$ cat src/rtl/key_event_arbiter.sv
// key_event_arbiter: latches one-cycle button edge pulses as pending events,
// grants them round-robin and presents one at a time over valid/ready.
// After each accepted event the arbiter rests for a holdoff window so that,
// with the consumer always ready, events complete GAP+3 cycles apart.
module key_event_arbiter #(
  parameter int N    = 4,
  parameter int IDW  = 2,
  parameter int GAP  = 16,
  parameter int GAPW = 8
) (
  input  logic           clock,
  input  logic           reset,
  input  logic [N-1:0]   edge_in,
  output logic           evt_valid,
  input  logic           evt_ready,
  output logic [IDW-1:0] evt_id,
  output logic [N-1:0]   dropped,
  input  logic           clear_dropped
);

  typedef enum logic [1:0] {
    IDLE,
    PRESENT,
    HOLDOFF
  } state_t;

  state_t         state;
  logic [N-1:0]   pending;
  logic [GAPW-1:0] gap_cnt;
  logic [IDW-1:0] last_grant;

  logic           grant_found;
  logic [IDW-1:0] grant_idx;
  logic [IDW:0]   cand;
  logic           grant_fire;
  logic [N-1:0]   grant_mask;
  logic [N-1:0]   new_drops;

  // Round-robin search: first pending bit from last_grant+1, wrapping back to last_grant.
  always_comb begin
    grant_found = 1'b0;
    grant_idx   = '0;
    cand        = '0;
    for (int k = 1; k <= N; k++) begin
      cand = {1'b0, last_grant} + (IDW+1)'(k);
      if (cand >= (IDW+1)'(N)) begin
        cand = cand - (IDW+1)'(N);
      end
      if (!grant_found && pending[cand[IDW-1:0]]) begin
        grant_found = 1'b1;
        grant_idx   = cand[IDW-1:0];
      end
    end
  end

  // A grant only happens from IDLE; its mask clears the pending bit and shields it from a drop.
  always_comb begin
    grant_fire = (state == IDLE) && grant_found;
    grant_mask = grant_fire ? (N'(1) << grant_idx) : '0;
    new_drops  = edge_in & pending & ~grant_mask;
  end

  // Pending bits and the sticky drop flags; a new drop wins over clear_dropped.
  always_ff @(posedge clock) begin
    if (reset) begin
      pending <= '0;
      dropped <= '0;
    end else begin
      pending <= (pending & ~grant_mask) | edge_in;
      dropped <= (clear_dropped ? '0 : dropped) | new_drops;
    end
  end

  // Grant/present/holdoff sequencer; holdoff counts GAP down to 0 so the window is GAP+1 cycles.
  always_ff @(posedge clock) begin
    if (reset) begin
      state      <= IDLE;
      evt_valid  <= 1'b0;
      evt_id     <= '0;
      gap_cnt    <= '0;
      last_grant <= IDW'(N-1);
    end else begin
      case (state)
        IDLE: begin
          if (grant_found) begin
            state      <= PRESENT;
            evt_valid  <= 1'b1;
            evt_id     <= grant_idx;
            last_grant <= grant_idx;
          end
        end
        PRESENT: begin
          if (evt_ready) begin
            evt_valid <= 1'b0;
            if (GAP > 0) begin
              state   <= HOLDOFF;
              gap_cnt <= GAPW'(GAP);
            end else begin
              state <= IDLE;
            end
          end
        end
        HOLDOFF: begin
          if (gap_cnt == '0) begin
            state <= IDLE;
          end else begin
            gap_cnt <= gap_cnt - GAPW'(1);
          end
        end
        default: begin
          state     <= IDLE;
          evt_valid <= 1'b0;
        end
      endcase
    end
  end

endmodule

$ cat config.mk
export PLATFORM = sky130hd
export DESIGN_NAME = key_event_arbiter
export DESIGN_NICKNAME = d
export VERILOG_FILES = /design/src/rtl/key_event_arbiter.sv
export SDC_FILE = /design/constraint.sdc
export NUM_CORES = 1
export LEC_CHECK = 0
export CELL_PAD_IN_SITES_DETAIL_PLACEMENT = 1
export CELL_PAD_IN_SITES_GLOBAL_PLACEMENT = 1
export CORE_MARGIN = 2
export CORE_UTILIZATION = 40
export CTS_CLUSTER_SIZE = 8
export DETAILED_ROUTE_END_ITERATION = 6
export HOLD_SLACK_MARGIN = 0.03
export PLACE_DENSITY = 0.75
export SLEW_MARGIN = 25
export SYNTH_ARGS = -nofsm -noshare
export SYNTH_HDL_FRONTEND = slang
export SYNTH_SLANG_ARGS = --single-unit
$ cat constraint.sdc
create_clock -name clock -period 2.4 [get_ports clock]
set_input_delay 0.24 -clock clock [delete_from_list [all_inputs] [get_ports clock]]
set_output_delay 0.24 -clock clock [all_outputs]
set_load 0.03 [all_outputs]
==> impl_results.md, run 1 <==
* Crit share post-route at 0.819
* Outcome: finished, final reports clean
* Startpoint types: flip-flop
* Largest net degree at the start of global routing at 19
* CP peak stage delay at 0.56 ns
* Crit path kind: reg2reg
* Most frequent cells in the layout: dfxtp_1, nor2_1, a21oi_1, clkdlybuf4s50_1, nand2b_1
* Post-CTS resize count at 0
* Final setup fails at 0
* Nets@finish at 155
* I/O pin total at 15
* Layout cells sized above 1 at 0.0972
* Worst-path maximum fanout at 5
* Slowest cell on crit path: or4_4
* Synth area leader: dfxtp_1
* Final TNS setup at 0 ns
* Routed Antenna Nets at 0
* Core area at 2710 um2
* Die ar. at 3230 um2
* Power per cell area at 766 nW/um2
* Post-route setup slack at 0.434 ns
* Slew HR at 0.604
* Top cell type's share of synthesized area at 0.413
* Distinct cell type count of the synthesized netlist at 37
* Final hold vios at 0
* H-tree levels at 1
* Actual slew at the worst max-slew pin at 0.595 ns
* Number of DRC markers in iteration 0 at 13
* WP data required at 2.63 ns
* RSZ-0062 raised after global routing: no
* Routed vias at 984
* Fmax at 509 MHz
* Synth area leaders: dfxtp_1, a21oi_1, nand2b_1, nor2_1, xnor2_1
* Worst Path Arrival at 2.20 ns
* Fillers at 332
* Sequential share of the synthesized area at 0.413
* Starting Density at 0.412
* YS warnings at 0
* Cells after Synth at 131
* GR Overflow Total at 0
* Gr usage total at 0.175
* Min Hold Slack at 0.465 ns
* Antenna cells at 0
* First-pass GRT wire length at 4420 um
* Worst skew pair latency at 0.32 ns
* Die width at 56.8 um
* Vias in the first global route at 1005
* Clk buf depth at 2
* Post-route cell area at 1310 um2
* Slew Limit Fails at 0
* Setup Skew at 0.0179 ns
* WP buf/inv at 0
* Maxcap violations at 0
* Worst vdd ir at 0.000408 V
* Commonest non-fill, non-tap cell in the layout: dfxtp_1
* Initial antenna violation count at 0
* CTS tree: built
* Root Buffer: clkbuf_4
* Die height at 56.8 um
* Crit path max-delay family: simple AND/OR/NAND/NOR gates
* Syn_nets at 141
* Post-Place Setup Slack at 0.510 ns
* Clk slew on worst S/H paths at 0.14 ns
* Area Growth Syn to Fin at 16.9%
* WL final at 2570 um
* Non-Filler Instances at 175
* I/O Buffers at 14
* Syn_area_per_cell at 8.52 um2
* Critical-path cell list: or4_4, nor4b_2, nor2_1, and3_4, nor4_2
* CTS Hold Bufs at 0
* Setup crit end kind: flip-flop
* Total CTS buffers at 3
* Worst hold path class: reg2reg
* DR WL/cell at 14.7 um
* Final Wtd Congestion at 0.807
* DR DRC count at 0
* DRT Pass-1 Iters at 4
* Clock sink count at 23
* Synthesized area at 1120 um2
* Area after DPL at 1280 um2
* Post-CTS setup repair buffer count at 0
* Leak Pwr at 0.000495 uW
* Min Tclk post-route at 1.97 ns
* Vias per cell at 5.62
* Placed insts at 171
* Synthesized flop and latch total at 23
* Final HPWL from detailed placement at 1920 um
* Rows at 19
[registers in the layout, summed over array words and instances, names as in the netlist]
signal	count
last_grant	2
state	2
pending	4
dropped	4
gap_cnt	8
evt_valid	1
evt_id	2
[cells in the mapped netlist (all sizes together)]
library cell	count
a2111oi	1
nor2	15
ha	2
mux2i	1
nor3	6
nand3	1
and3	1
o21bai	1
o211ai	2
buf	3
inv	7
nand2	4
nor4b	1
nand4bb	1
or4	2
dfxtp	23
and3b	2
nand2b	9
a21o	1
clkbuf	3
a21oi	14
nor2b	2
or2	1
o311ai	2
a211oi	1
or3	5
xnor2	5
o21ai	3
o22ai	2
nor4	6
a31oi	1
a31o	2
nand3b	1
[per-layer routing]
metal / wire, um / GRT usage / up-vias
met3: 54 / 0.0276 / 4
li1: - / - / 493
met2: 1360 / 0.312 / 11
met5: 0 / 0 / -
met4: 51 / 0.0897 / 0
met1: 1100 / 0.199 / 476
[area by class of cell]
class | instances | area (um2) | share of cell area
multi-input cells | 95 | 604 | 0.463
flip-flops and latches | 23 | 460 | 0.353
repair buffers | 15 | 148 | 0.113
well taps | 31 | 38.8 | 0.0297
inverters | 7 | 26.3 | 0.0201
clock buffers | 3 | 22.5 | 0.0173
clock inverters | 1 | 5.00 | 0.00384
[kinds of logic (layout without fill, tap and decap cells)]
| family | after synthesis | count (layout) | synth area share |
|---|---|---|---|
| XOR/XNOR | 5 | 5 | 0.0392 |
| AND/OR/NAND/NOR | 57 | 57 | 0.305 |
| multiplexers | 1 | 1 | 0.00897 |
| AO/OA/AOI/OAI | 30 | 30 | 0.166 |
| buffers and inverters | 13 | 26 | 0.0460 |
| flip-flops | 23 | 23 | 0.413 |
| adder cells (fa/ha/maj) | 2 | 2 | 0.0224 |
[through the flow]
step | util | total power (uW)
2_1_floorplan | - | 729
3_3_place_gp | 0.471 | 806
3_5_place_dp | 0.471 | 824
4_1_cts | 0.482 | 1010
5_1_grt | 0.482 | 1070
6_report | 0.482 | 1000
[where the power goes]
part	internal (uW)	total [uW]	leakage, uW	switching (uW)
Combinational	156	327	0.000287	171
Sequential	431	489	0.000190	58.6
Clock	62.3	184	0.0000177	122
Total	649	1000	0.000495	351
[path summary, 6_finish.rpt]
kind / start / endpoint / slack [ns] / cells past startpoint
hold / removal: evt_id[1] / evt_id[1] / 0.47 / 2
setup / recovery: gap_cnt[3] / gap_cnt[0] / 0.43 / 5
setup reg to reg: gap_cnt[3] / gap_cnt[0] / 0.43 / 5
hold reg to reg: evt_id[1] / evt_id[1] / 0.47 / 2
[tightest hold or removal path: stages, from the launching register on]
cell     delay [ns]
dfxtp_1        0.33
nand2_1        0.05
a21oi_1        0.05
(Power assumes the default switching activity.)
==> inputs of run 2 (changes only) <==
clock period = 2.1 ns   (was 2.4 ns; I/O delays follow)
==> run 2 against run 1 <==
  * Sequential power grew 14%
  * Clock skew fell by 0.012 ns
  * Global-route usage up 0.39 points
  * Die area did not move
  * Worst hold slack worse by 0.0021 ns
  * Flip-flop and latch count did not move
  * Sequential share of layout area is the same
  * Critical path depth did not move
  * Maximum frequency grew 3.3%
  * Combinational power is 13% higher
  * Critical endpoint is now gap_cnt[5]
  * Largest power group unchanged
==> impl_results.md, run 2 (same netlist as run 1, synthesis figures left out) <==
* DR DRC count at 0
* Worst-path maximum fanout at 8
* Routed vias at 972
* Most frequent cells in the layout: dfxtp_1, nor2_1, a21oi_1, clkdlybuf4s50_1, nand2b_1
* Gr usage total at 0.179
* Min Hold Slack at 0.463 ns
* Power per cell area at 867 nW/um2
* Crit share post-route at 0.907
* Root Buffer: clkbuf_4
* Final HPWL from detailed placement at 1920 um
* Routed Antenna Nets at 0
* Leak Pwr at 0.000495 uW
* Final TNS setup at 0 ns
* CTS Hold Bufs at 0
* Setup crit end kind: flip-flop
* Total CTS buffers at 3
* Final hold vios at 0
* DRT Pass-1 Iters at 4
* Die height at 56.8 um
* CTS tree: built
* Sw frac at 0.346
* First-pass GRT wire length at 4590 um
* Post-CTS setup repair buffer count at 0
* RSZ-0062 raised after global routing: no
* Max reg flops at 8
* Vias in the first global route at 1049
* Worst hold path class: in2reg
* Layout cells sized above 1 at 0.0972
* Largest reg by FF count: gap_cnt
* Int Pwr at 741 uW
* Clock sink count at 23
* GR Overflow Total at 0
* Maxcap violations at 0
* Slowest cell on crit path: or4_4
* Worst skew pair latency at 0.31 ns
* Slew Limit Fails at 0
* Clk slew on worst S/H paths at 0.12 ns
* Largest net degree at the start of global routing at 19
* Vias per cell at 5.55
* Core area at 2710 um2
* Post-CTS resize count at 0
* Nets@finish at 155
* Fmax at 525 MHz
* P_sw at 391 uW
* Antenna cells at 0
* Commonest non-fill, non-tap cell in the layout: dfxtp_1
* Worst Path Arrival at 2.12 ns
* WP data required at 2.31 ns
* WL final at 2520 um
* Post-route cell area at 1310 um2
* Final setup fails at 0
* Starting Density at 0.412
* Setup Skew at 0.00613 ns
* Outcome: finished, final reports clean
* Logic pwr share at 0.327
* I/O pin total at 15
* Clock share of power at 0.181
* Reg power frac at 0.493
* Area Growth Syn to Fin at 16.9%
* Actual slew at the worst max-slew pin at 0.579 ns
* Clk buf depth at 2
* Rows at 19
* I/O Buffers at 14
* CP peak stage delay at 0.57 ns
* Initial antenna violation count at 0
* DR WL/cell at 14.4 um
* Die width at 56.8 um
* Final Wtd Congestion at 0.789
* H-tree levels at 1
* Min Tclk post-route at 1.90 ns
* Crit path kind: reg2reg
* Biggest regs: gap_cnt (8), dropped (4), pending (4)
* Slew HR at 0.614
* Startpoint types: flip-flop
* Worst vdd ir at 0.000519 V
* Die ar. at 3230 um2
* Number of DRC markers in iteration 0 at 17
* Critical-path cell list: or4_4, o22ai_1, nor3_1, xnor2_1, nor2_1
* Area after DPL at 1280 um2
[run 2: critical path, delay by kind of cell, from the launching register on]
kind	cells	cell delay, ns
and+or+nand+nor	3	0.77
AOI/OAI and AO/OA	1	0.50
DFF	1	0.37
xor gates and xnor gates	1	0.17
[run 2: worst paths after layout]
check / from / end / slack, ns / cells after the start
setup / recovery: gap_cnt[3] / gap_cnt[5] / 0.20 / 5
hold / removal: edge_in[3] / pending[3] / 0.46 / 3
setup reg to reg: gap_cnt[3] / gap_cnt[5] / 0.20 / 5
hold reg to reg: evt_id[1] / evt_id[1] / 0.47 / 2
[run 2: stage by stage]
stage / utilization / setup slack [ns] / instances / total power, uW
finish: 0.482 / 0.196 / 175 / 1130
global route: 0.482 / 0.0429 / 175 / 1220
CTS: 0.482 / 0.183 / 175 / 1150
detailed placement: 0.471 / 0.218 / 171 / 941
global placement: 0.471 / 0.238 / 171 / 923
floorplan: - / 0.414 / 131 / 834
[run 2: final cells by class]
class / instances / area [um2]
repair buffers: 15 / 148
flip-flops and latches: 23 / 460
clock inverters: 1 / 5.00
clock buffers: 3 / 22.5
multi-input cells: 95 / 604
well taps: 31 / 38.8
fillers: 335 / 1410
inverters: 7 / 26.3
[run 2: power groups by stage]
| stage | clock [uW] | combinational [uW] | sequential, uW |
|---|---|---|---|
| floorplan | 0 | 266 | 568 |
| global placement | 0 | 359 | 564 |
| detailed placement | 0 | 373 | 569 |
| CTS | 216 | 375 | 558 |
| global route | 232 | 415 | 571 |
| finish | 204 | 370 | 558 |
[run 2: layer usage]
| metal | track usage | vias to the layer above | wire (um) |
|---|---|---|---|
| li1 | - | 496 | - |
| met1 | 0.206 | 463 | 1120 |
| met2 | 0.322 | 9 | 1320 |
| met3 | 0.0230 | 4 | 43 |
| met4 | 0.0864 | 0 | 36 |
| met5 | 0 | - | 0 |
